### src/rtl/disp_pkg.sv
// Shared types and widths for the seven-segment scan path.
//   disp_state_t : scan FSM state (S_OFF / S_SCAN)
//   DIGIT_W      : bits per displayed digit
//   SEL_W        : width of the slot index
//   VALUE_W      : width of the buffered display value
package disp_pkg;
  localparam int DIGIT_W = 4;
  localparam int SEL_W   = 3;
  localparam int VALUE_W = 32;

  typedef enum logic {
    S_OFF  = 1'b0,
    S_SCAN = 1'b1
  } disp_state_t;
endpackage

### src/rtl/tick_gen.sv
// Refresh prescaler: counts 0..CLK_DIV-1 and flags the last cycle of a slot.
//   clock   : system clock
//   reset   : async active-low reset
//   i_clear : hold the count at 0 (display off / leaving scan)
//   o_tick  : high while the count is CLK_DIV-1
module tick_gen #(
  parameter int CLK_DIV = 100000
) (
  input  logic clock,
  input  logic reset,
  input  logic i_clear,
  output logic o_tick
);
  localparam int CW = $clog2(CLK_DIV);
  localparam logic [CW-1:0] LAST = CW'(CLK_DIV - 1);

  logic [CW-1:0] cnt_q, cnt_d;

  assign o_tick = (cnt_q == LAST);

  always_comb begin
    cnt_d = cnt_q + CW'(1);
    if (i_clear || o_tick) cnt_d = '0;
  end

  always_ff @(posedge clock or negedge reset) begin
    if (!reset) cnt_q <= '0;
    else        cnt_q <= cnt_d;
  end
endmodule

### src/rtl/display_scan_ctrl.sv
// Eight-digit seven-segment scan sequencer with a frame-aligned double buffer.
//   clock, reset   : system clock, async active-low reset
//   i_value/i_valid/o_ready : value handshake into the pending buffer
//   i_enable       : scan enable (low = display off)
//   o_digit        : nibble for the current slot
//   o_select       : current slot index
//   o_blank        : current slot dark
//   o_frame_done   : one-cycle pulse after each frame wrap
// Build option: DISP_LZB_EN enables leading-zero blanking.
module display_scan_ctrl
  import disp_pkg::*;
#(
  parameter int CLK_DIV  = 100000,
  parameter int N_DIGITS = 8
) (
  input  logic               clock,
  input  logic               reset,
  input  logic [VALUE_W-1:0] i_value,
  input  logic               i_valid,
  output logic               o_ready,
  input  logic               i_enable,
  output logic [DIGIT_W-1:0] o_digit,
  output logic [SEL_W-1:0]   o_select,
  output logic               o_blank,
  output logic               o_frame_done
);
  localparam logic [SEL_W-1:0] LAST_SEL = SEL_W'(N_DIGITS - 1);

  disp_state_t        state_q, state_d;
  logic [SEL_W-1:0]   select_q, select_d;
  logic [VALUE_W-1:0] shadow_q, shadow_d, pending_q, pending_d;
  logic               pend_full_q, pend_full_d;
  logic [DIGIT_W-1:0] digit_q, digit_d;
  logic               blank_q, blank_d, frame_q;
  logic               tick, clear, scanning, entry, wrap, boundary, accept;

  // Clear covers both the off state and the edge that leaves scan, so the
  // prescaler restarts at 0 and slot 0 lasts a full CLK_DIV from entry.
  assign clear = (state_q == S_OFF) || !i_enable;

  tick_gen #(.CLK_DIV(CLK_DIV)) u_tick (
    .clock  (clock),
    .reset  (reset),
    .i_clear(clear),
    .o_tick (tick)
  );

  // State register
  always_ff @(posedge clock or negedge reset) begin
    if (!reset) state_q <= S_OFF;
    else        state_q <= state_d;
  end

  // Next state
  always_comb begin
    state_d = state_q;
    case (state_q)
      S_OFF:   if (i_enable)  state_d = S_SCAN;
      S_SCAN:  if (!i_enable) state_d = S_OFF;
      default: state_d = S_OFF;
    endcase
  end

  // Outputs / datapath next values
  always_comb begin
    scanning = (state_q == S_SCAN) && i_enable;
    entry    = (state_q == S_OFF) && i_enable;
    wrap     = scanning && tick && (select_q == LAST_SEL);
    boundary = wrap || entry;
    accept   = i_valid && !pend_full_q;

    select_d = '0;
    if (scanning) select_d = tick ? (wrap ? '0 : select_q + SEL_W'(1)) : select_q;

    shadow_d    = (boundary && pend_full_q) ? pending_q : shadow_q;
    pending_d   = accept ? i_value : pending_q;
    pend_full_d = pend_full_q;
    if (accept)                        pend_full_d = 1'b1;
    else if (boundary && pend_full_q)  pend_full_d = 1'b0;

    // Digit follows the post-edge select/shadow so a new frame shows new data.
    digit_d = shadow_d[int'(select_d)*DIGIT_W +: DIGIT_W];
    blank_d = (state_d == S_OFF);
  end

`ifdef DISP_LZB_EN
  logic lit;
  // A slot is lit if it or any more-significant displayed nibble is non-zero.
  always_comb begin
    lit = 1'b0;
    for (int k = 0; k < 8; k++)
      if (k < N_DIGITS && k >= int'(select_d) && shadow_d[k*DIGIT_W +: DIGIT_W] != '0)
        lit = 1'b1;
  end
  wire blank_nxt = blank_d || (select_d != '0 && !lit);
`else
  wire blank_nxt = blank_d;
`endif

  always_ff @(posedge clock or negedge reset) begin
    if (!reset) begin
      select_q    <= '0;
      shadow_q    <= '0;
      pending_q   <= '0;
      pend_full_q <= 1'b0;
      digit_q     <= '0;
      blank_q     <= 1'b1;
      frame_q     <= 1'b0;
    end else begin
      select_q    <= select_d;
      shadow_q    <= shadow_d;
      pending_q   <= pending_d;
      pend_full_q <= pend_full_d;
      digit_q     <= digit_d;
      blank_q     <= blank_nxt;
      frame_q     <= wrap;
    end
  end

  assign o_ready      = !pend_full_q;
  assign o_digit      = digit_q;
  assign o_select     = select_q;
  assign o_blank      = blank_q;
  assign o_frame_done = frame_q;
endmodule
### config.mk
export PLATFORM = sky130hd
export DESIGN_NAME = display_scan_ctrl
export DESIGN_NICKNAME = d
export VERILOG_FILES = /design/src/rtl/disp_pkg.sv /design/src/rtl/tick_gen.sv /design/src/rtl/display_scan_ctrl.sv
export SDC_FILE = /design/constraint.sdc
export NUM_CORES = 1
export LEC_CHECK = 0
export ABC_CLOCK_PERIOD_IN_PS = 3150
export CORE_AREA = 2 2 70 139
export CTS_CLUSTER_DIAMETER = 60
export DETAILED_ROUTE_END_ITERATION = 8
export DIE_AREA = 0 0 72 141
export SETUP_SLACK_MARGIN = 0.2
export SLEW_MARGIN = 30
export SYNTH_ARGS = -nofsm -noshare
export SYNTH_HDL_FRONTEND = slang
export SYNTH_HIERARCHICAL = 1
export SYNTH_SLANG_ARGS = --single-unit
### constraint.sdc
create_clock -name clock -period 3.15 [get_ports clock]
set_input_delay 0.945 -clock clock [delete_from_list [all_inputs] [get_ports clock]]
set_output_delay 0.945 -clock clock [all_outputs]
set_load 0.1 [all_outputs]
After elaboration in Yosys (flattened, before gate mapping)
Cells that the tools add are included.
W data, S select, Z words.

storage, ports and cells
  register bits after elaboration = 92
  word-level logic and storage cells = 36

operators by class
  add/subtract/negate cells = 2
  equal/unequal tests = 2
  shifts and indexed selects = 1
  mux-type cells = 8
  bitwise gates (word level) = 2
  reduce and logical (&&, ||, !) cells = 12

operators with widths
  cell                     count
  $mux W32                 1
  $shiftx A32 B6 Y4        1
  $add A17 B1 Y17 const B  1
  $eq A17 B17 Y1 const B   1
  $mux W17                 1
  $mux W3                  3
  $logic_and A1 B1 Y1      6
  $add A3 B1 Y3 const B    1
  $eq A3 B3 Y1 const B     1
  $logic_or A1 B1 Y1       3
  $mux W1                  3
  $logic_not A1 Y1         2
  $not A1 Y1               2
  $reduce_bool A2 Y1       1

Depth between registers and ports, before layout
  depth after elaboration = 7
  mapped depth = 11

Hierarchy
Netlist, hierarchy kept.

modules (own cells, without submodules)
  module             instances  cells each  area each (um^2)  seq. area each (um^2)
  display_scan_ctrl  1          242         3,154.3           1,878.1
  tick_gen           1          87          848.3             425.4

Least setup slack after synthesis
Ideal clock, no wire load.

  kind = flip-flop to flip-flop
  start point = register select_q[0], in the netlist o_select[0]
  end point = register digit_q[1], in the netlist o_digit[1]
  arrival = 2.892 ns
  slack = 0.110 ns
  cell stages (with the launch flop) = 9
  period minus slack after synthesis = 3.040 ns
  cells stage by stage = dfrtp_1 > ha_1 > ha_1 > nand2_4 > a211oi_4 > mux2_2 > o32a_1 > a31oi_1 > a2111oi_2

on the way
  word-level cells in the longest chain between the ends = 6
  elaborated cells between the ends (all ways) = 10
  classes of those cells = add/sub (1); eq/ne (1); shift (1); mux (4); reduce/logical (3)

ends and longest elaborated chain
  item                    RTL line                  text
  from (decl)             display_scan_ctrl.sv:30   logic [SEL_W-1:0] select_q, select_d;
  from (signal assigned)  display_scan_ctrl.sv:110  select_q <= select_d;
  $eq A3 B3 Y1            display_scan_ctrl.sv:68   wrap = scanning && tick && (select_q == LAST_SEL);
  $logic_and A1 B1 Y1     display_scan_ctrl.sv:68
  $logic_or A1 B1 Y1      display_scan_ctrl.sv:69   boundary = wrap || entry;
  $logic_and A1 B1 Y1     display_scan_ctrl.sv:75   shadow_d = (boundary && pend_full_q) ? pending_q : shadow_q;
  $mux W32                display_scan_ctrl.sv:75
  net shadow_d[13]        display_scan_ctrl.sv:31   logic [VALUE_W-1:0] shadow_q, shadow_d, pending_q, pending_d;
  $shiftx A32 B6 Y4       display_scan_ctrl.sv:82   digit_d = shadow_d[int'(select_d)*DIGIT_W +: DIGIT_W];
  net digit_d[1]          display_scan_ctrl.sv:33   logic [DIGIT_W-1:0] digit_q, digit_d;
  to (signal assigned)    display_scan_ctrl.sv:114  digit_q <= digit_d;
  to (decl)               display_scan_ctrl.sv:33

The timed path passes the listed nets, and every way through them passes these cells.
A chain may end at the register's enable or synchronous reset.

Worst setup path after layout
  start point = register u_tick.cnt_q[13]
  end point = register digit_q[1], in the netlist o_digit[1]

on the way
  word-level cells in the longest chain between the ends = 7
  elaborated cells between the ends (all ways) = 10
  classes of those cells = eq/ne (1); shift (1); mux (4); reduce/logical (4)

ends and longest elaborated chain
  item                               RTL line                 text
  from (decl)                        tick_gen.sv:17           logic [CW-1:0] cnt_q, cnt_d;
  from (signal assigned)             tick_gen.sv:28           else cnt_q <= cnt_d;
  $eq A17 B17 Y1                     tick_gen.sv:19           assign o_tick = (cnt_q == LAST);
  net tick                           display_scan_ctrl.sv:35  logic tick, clear, scanning, entry, wrap, boundary, accept;
  $logic_and A1 B1 Y1 (2 in series)  display_scan_ctrl.sv:68
  $logic_or A1 B1 Y1                 display_scan_ctrl.sv:69
  $logic_and A1 B1 Y1                display_scan_ctrl.sv:75
  $mux W32                           display_scan_ctrl.sv:75
  net shadow_d[13]                   display_scan_ctrl.sv:31
  $shiftx A32 B6 Y4                  display_scan_ctrl.sv:82
  net digit_d[1]                     display_scan_ctrl.sv:33

The timed path passes the listed nets, and every way through them passes these cells.

==> results.ini <==
[status]
status = completed

[sta]
fin_crit_sh = 0.913
rsz0062_at_grt = yes
fmax_mhz = 348
period_needed_ns = 2.88
slew_violations = 0
fin_worst_skew_ns = 0.00628
finalHoldViolCount = 0
fin_setup_tns_ns = 0
timing.final.ws_setup_ns = 0.274
setup_viol_count_final = 0
worst_slew_pin_slew_ns = 0.537
slew_headroom = 0.642

[floorplanning]
die_w_um = 72
initial_utilization = 0.435
ios = 46
fp.dieH_um = 141
die_area_um2 = 10200
placementRows = 50
core_area_um2 = 9200

[critical_path]
cp.depth = 10
cp_cell_sequence = or4b_4 > nor4_4 > buf_4 > nand2_4 > a211oi_4 > buf_12 > mux2_4 > o32a_1 > a31oi_1 > a2111oi_2
crit_path_max_fanout = 6
arrival_ns = 3.08
cp_slowest_cell = or4b_4
startpoint_type = flip-flop
required_ns = 3.35
reg2reg_depth = 10
rr_endpoint = o_digit[1]
slowest_delay_ns = 0.56
r2r_setup_slack_ns = 0.27
rr_startpoint = u_tick/cnt_q[13]
cp-end-kind = flip-flop
endpoint = o_digit[1]
cp_num_buf_inv = 2
cp_top_family = compound AO/OA/AOI/OAI gates
crit_start = u_tick/cnt_q[13]
worstSetupPathType = reg -> reg

[finish]
postLayoutCoreUtil = 0.556
diodes = 0
drive_gt1_frac = 0.257
finalNetCount = 435
fin_cells = 505
area.growth.synth_to_final_pct = 27.7

[synthesis]
synth_nets = 368
synth.most_common_cell = dfrtp_1
avgSynthCellArea_um2 = 12.2
yosysWarnings = 6
synthFlopType = dfrtp_1
synth-seq-cells = 92
synth.top_cell.area_share = 0.569
ys_seq_area_frac = 0.575
yosys-top-cells-count = dfrtp_1 (91), nand2_1 (43), mux2_2 (31)
synth_area_leaders = dfrtp_1 (57%), mux2_2 (8.7%), mux2_1 (5.6%)
netlist_area_um2 = 4000
synth-edff-count = 0
synth_area_leader_cell = dfrtp_1
synth.distinct_cells = 46
synthCells = 329
ys_async_sr_fraction = 1.00

[global_route]
gr-total-overflow = 0
met3_usage = 0.0422
grt_pass1_vias = 2762
grt_busiest_layer = met2
antenna_found_initial = 0
track_usage = 0.177
grt_pass1_wl_mm = 13.8
grt_max_degree = 39
use_met2 = 0.292
use_met1 = 0.227

[clocking]
insertion_delay_ns = 0.34
clk_pin_slew_ns = 0.06
cts.root.buffer_cell = clkbuf_16
cts_buffer_depth = 2
cts_hold_buf = 0
htree_levels = 3
numCtsBuffers = 9
cts_tree = built
clock-sinks = 92

[flow_run]
cap_viol_max_count = 0

[route]
ant_nets = 0
vias = 2698
wl_mm = 8.20
drc_errors = 0
viasPerCell = 5.34
drt_first_pass_iters = 4
wl_per_cell_um = 16.2
drtIter0Drc = 142

[worst_hold_path]
hold_path_class = reg -> reg

[placed_design]
dp_slack_ns = 0.0500
place_inst = 481
io_buffers = 45
place_congestion = 0.860
hpwl_mm = 5.70

[power]
power_density_nw_per_um2 = 680
leakagePower_nw = 2.20
total_power_mw = 3.48
peakVddDrop_v = 0.000397

logic make-up (layout without fill, tap and decap cells):
family | count (synthesis) | in the layout | synth area share
muxes | 65 | 65 | 0.182
and+or+nand+nor | 115 | 115 | 0.133
AOI/OAI and AO/OA | 20 | 20 | 0.0444
xor gates and xnor gates | 14 | 14 | 0.0306
DFF | 92 | 92 | 0.575
buffers and inverters | 20 | 92 | 0.0250
adders and majority gates | 3 | 3 | 0.00938
worst reg2reg max path, stage by stage (launching register included):
cell and delay [ns]:
dfrtp_1 0.39, or4b_4 0.56, nor4_4 0.21, buf_4 0.16
nand2_4 0.06, a211oi_4 0.31, buf_12 0.18, mux2_4 0.31
o32a_1 0.29, a31oi_1 0.20, a2111oi_2 0.07
sequential cells by signal, indices dropped and copies added (netlist names):
register	flops
o_blank	1
o_digit	4
o_frame_done	1
o_select	3
pend_full_q	1
pending_q	32
shadow_q	32
state_q	1
u_tick/cnt_q	17
metal layers:
| layer | routed length, µm | vias up | share of wire |
|---|---|---|---|
| li1 | - | 1281 | - |
| met1 | 3570 | 1343 | 0.44 |
| met2 | 4150 | 64 | 0.51 |
| met3 | 351 | 10 | 0.043 |
| met4 | 127 | 0 | 0.015 |
| met5 | 0 | - | 0 |
worst min-delay path by stage:
stage	from	endpoint	slack (ns)	cells after the start
2_1_floorplan	pending_q[7]	shadow_q[7]	0.43	2
3_3_place_gp	shadow_q[0]	shadow_q[0]	0.45	2
3_5_place_dp	shadow_q[0]	shadow_q[0]	0.46	2
4_1_cts	shadow_q[0]	shadow_q[0]	0.48	2
5_1_grt	shadow_q[0]	shadow_q[0]	0.50	2
6_report	shadow_q[0]	shadow_q[0]	0.47	2
area by class of cell:
type | instances | area (µm²)
sequential | 92 | 2310
inverter | 8 | 30.0
fill | 797 | 4080
clock inverter | 7 | 97.6
timing repair buffer | 68 | 677
tap | 104 | 130
clock buffer | 9 | 225
multi-input combinational | 217 | 1650
stage by stage:
stage	hold WS, ns	area (µm²)
after floorplan	0.432	4010
after global placement	0.453	4630
after detailed placement	0.462	4630
after CTS	0.476	5040
after global routing	0.495	5110
final	0.472	5110
placed cells by master, fill, tap and decap left out, types with 3 or more instances in the layout:
cell type,count
dfrtp_1,89
nand2_1,43
clkdlybuf4s50_1,34
mux2_2,30
nor2_1,28
buf_4,27
mux2_1,20
nand3_1,13
xnor2_1,13
mux2i_1,11
nor3_1,9
clkbuf_16,9
inv_1,6
nand4_1,5
buf_12,4
nor2_2,3
mux2_4,3
a2111oi_2,3
ha_1,3
nor4_1,3
timing repair:
action | in CTS | in global routing
setup endpoints to repair | 3 | 4
gates resized for setup | 0 | 15
buffers inserted | 4 | 3
pin swaps | 1 | 7
gates cloned | 1 | 0
power breakdown:
| group | switching (mW) | internal (mW) |
|---|---|---|
| Combinational | 0.389 | 0.330 |
| Sequential | 0.133 | 1.47 |
| Clock | 0.455 | 0.699 |
| Total | 0.977 | 2.50 |
Note: power is estimated with default switching activity, not from simulation.
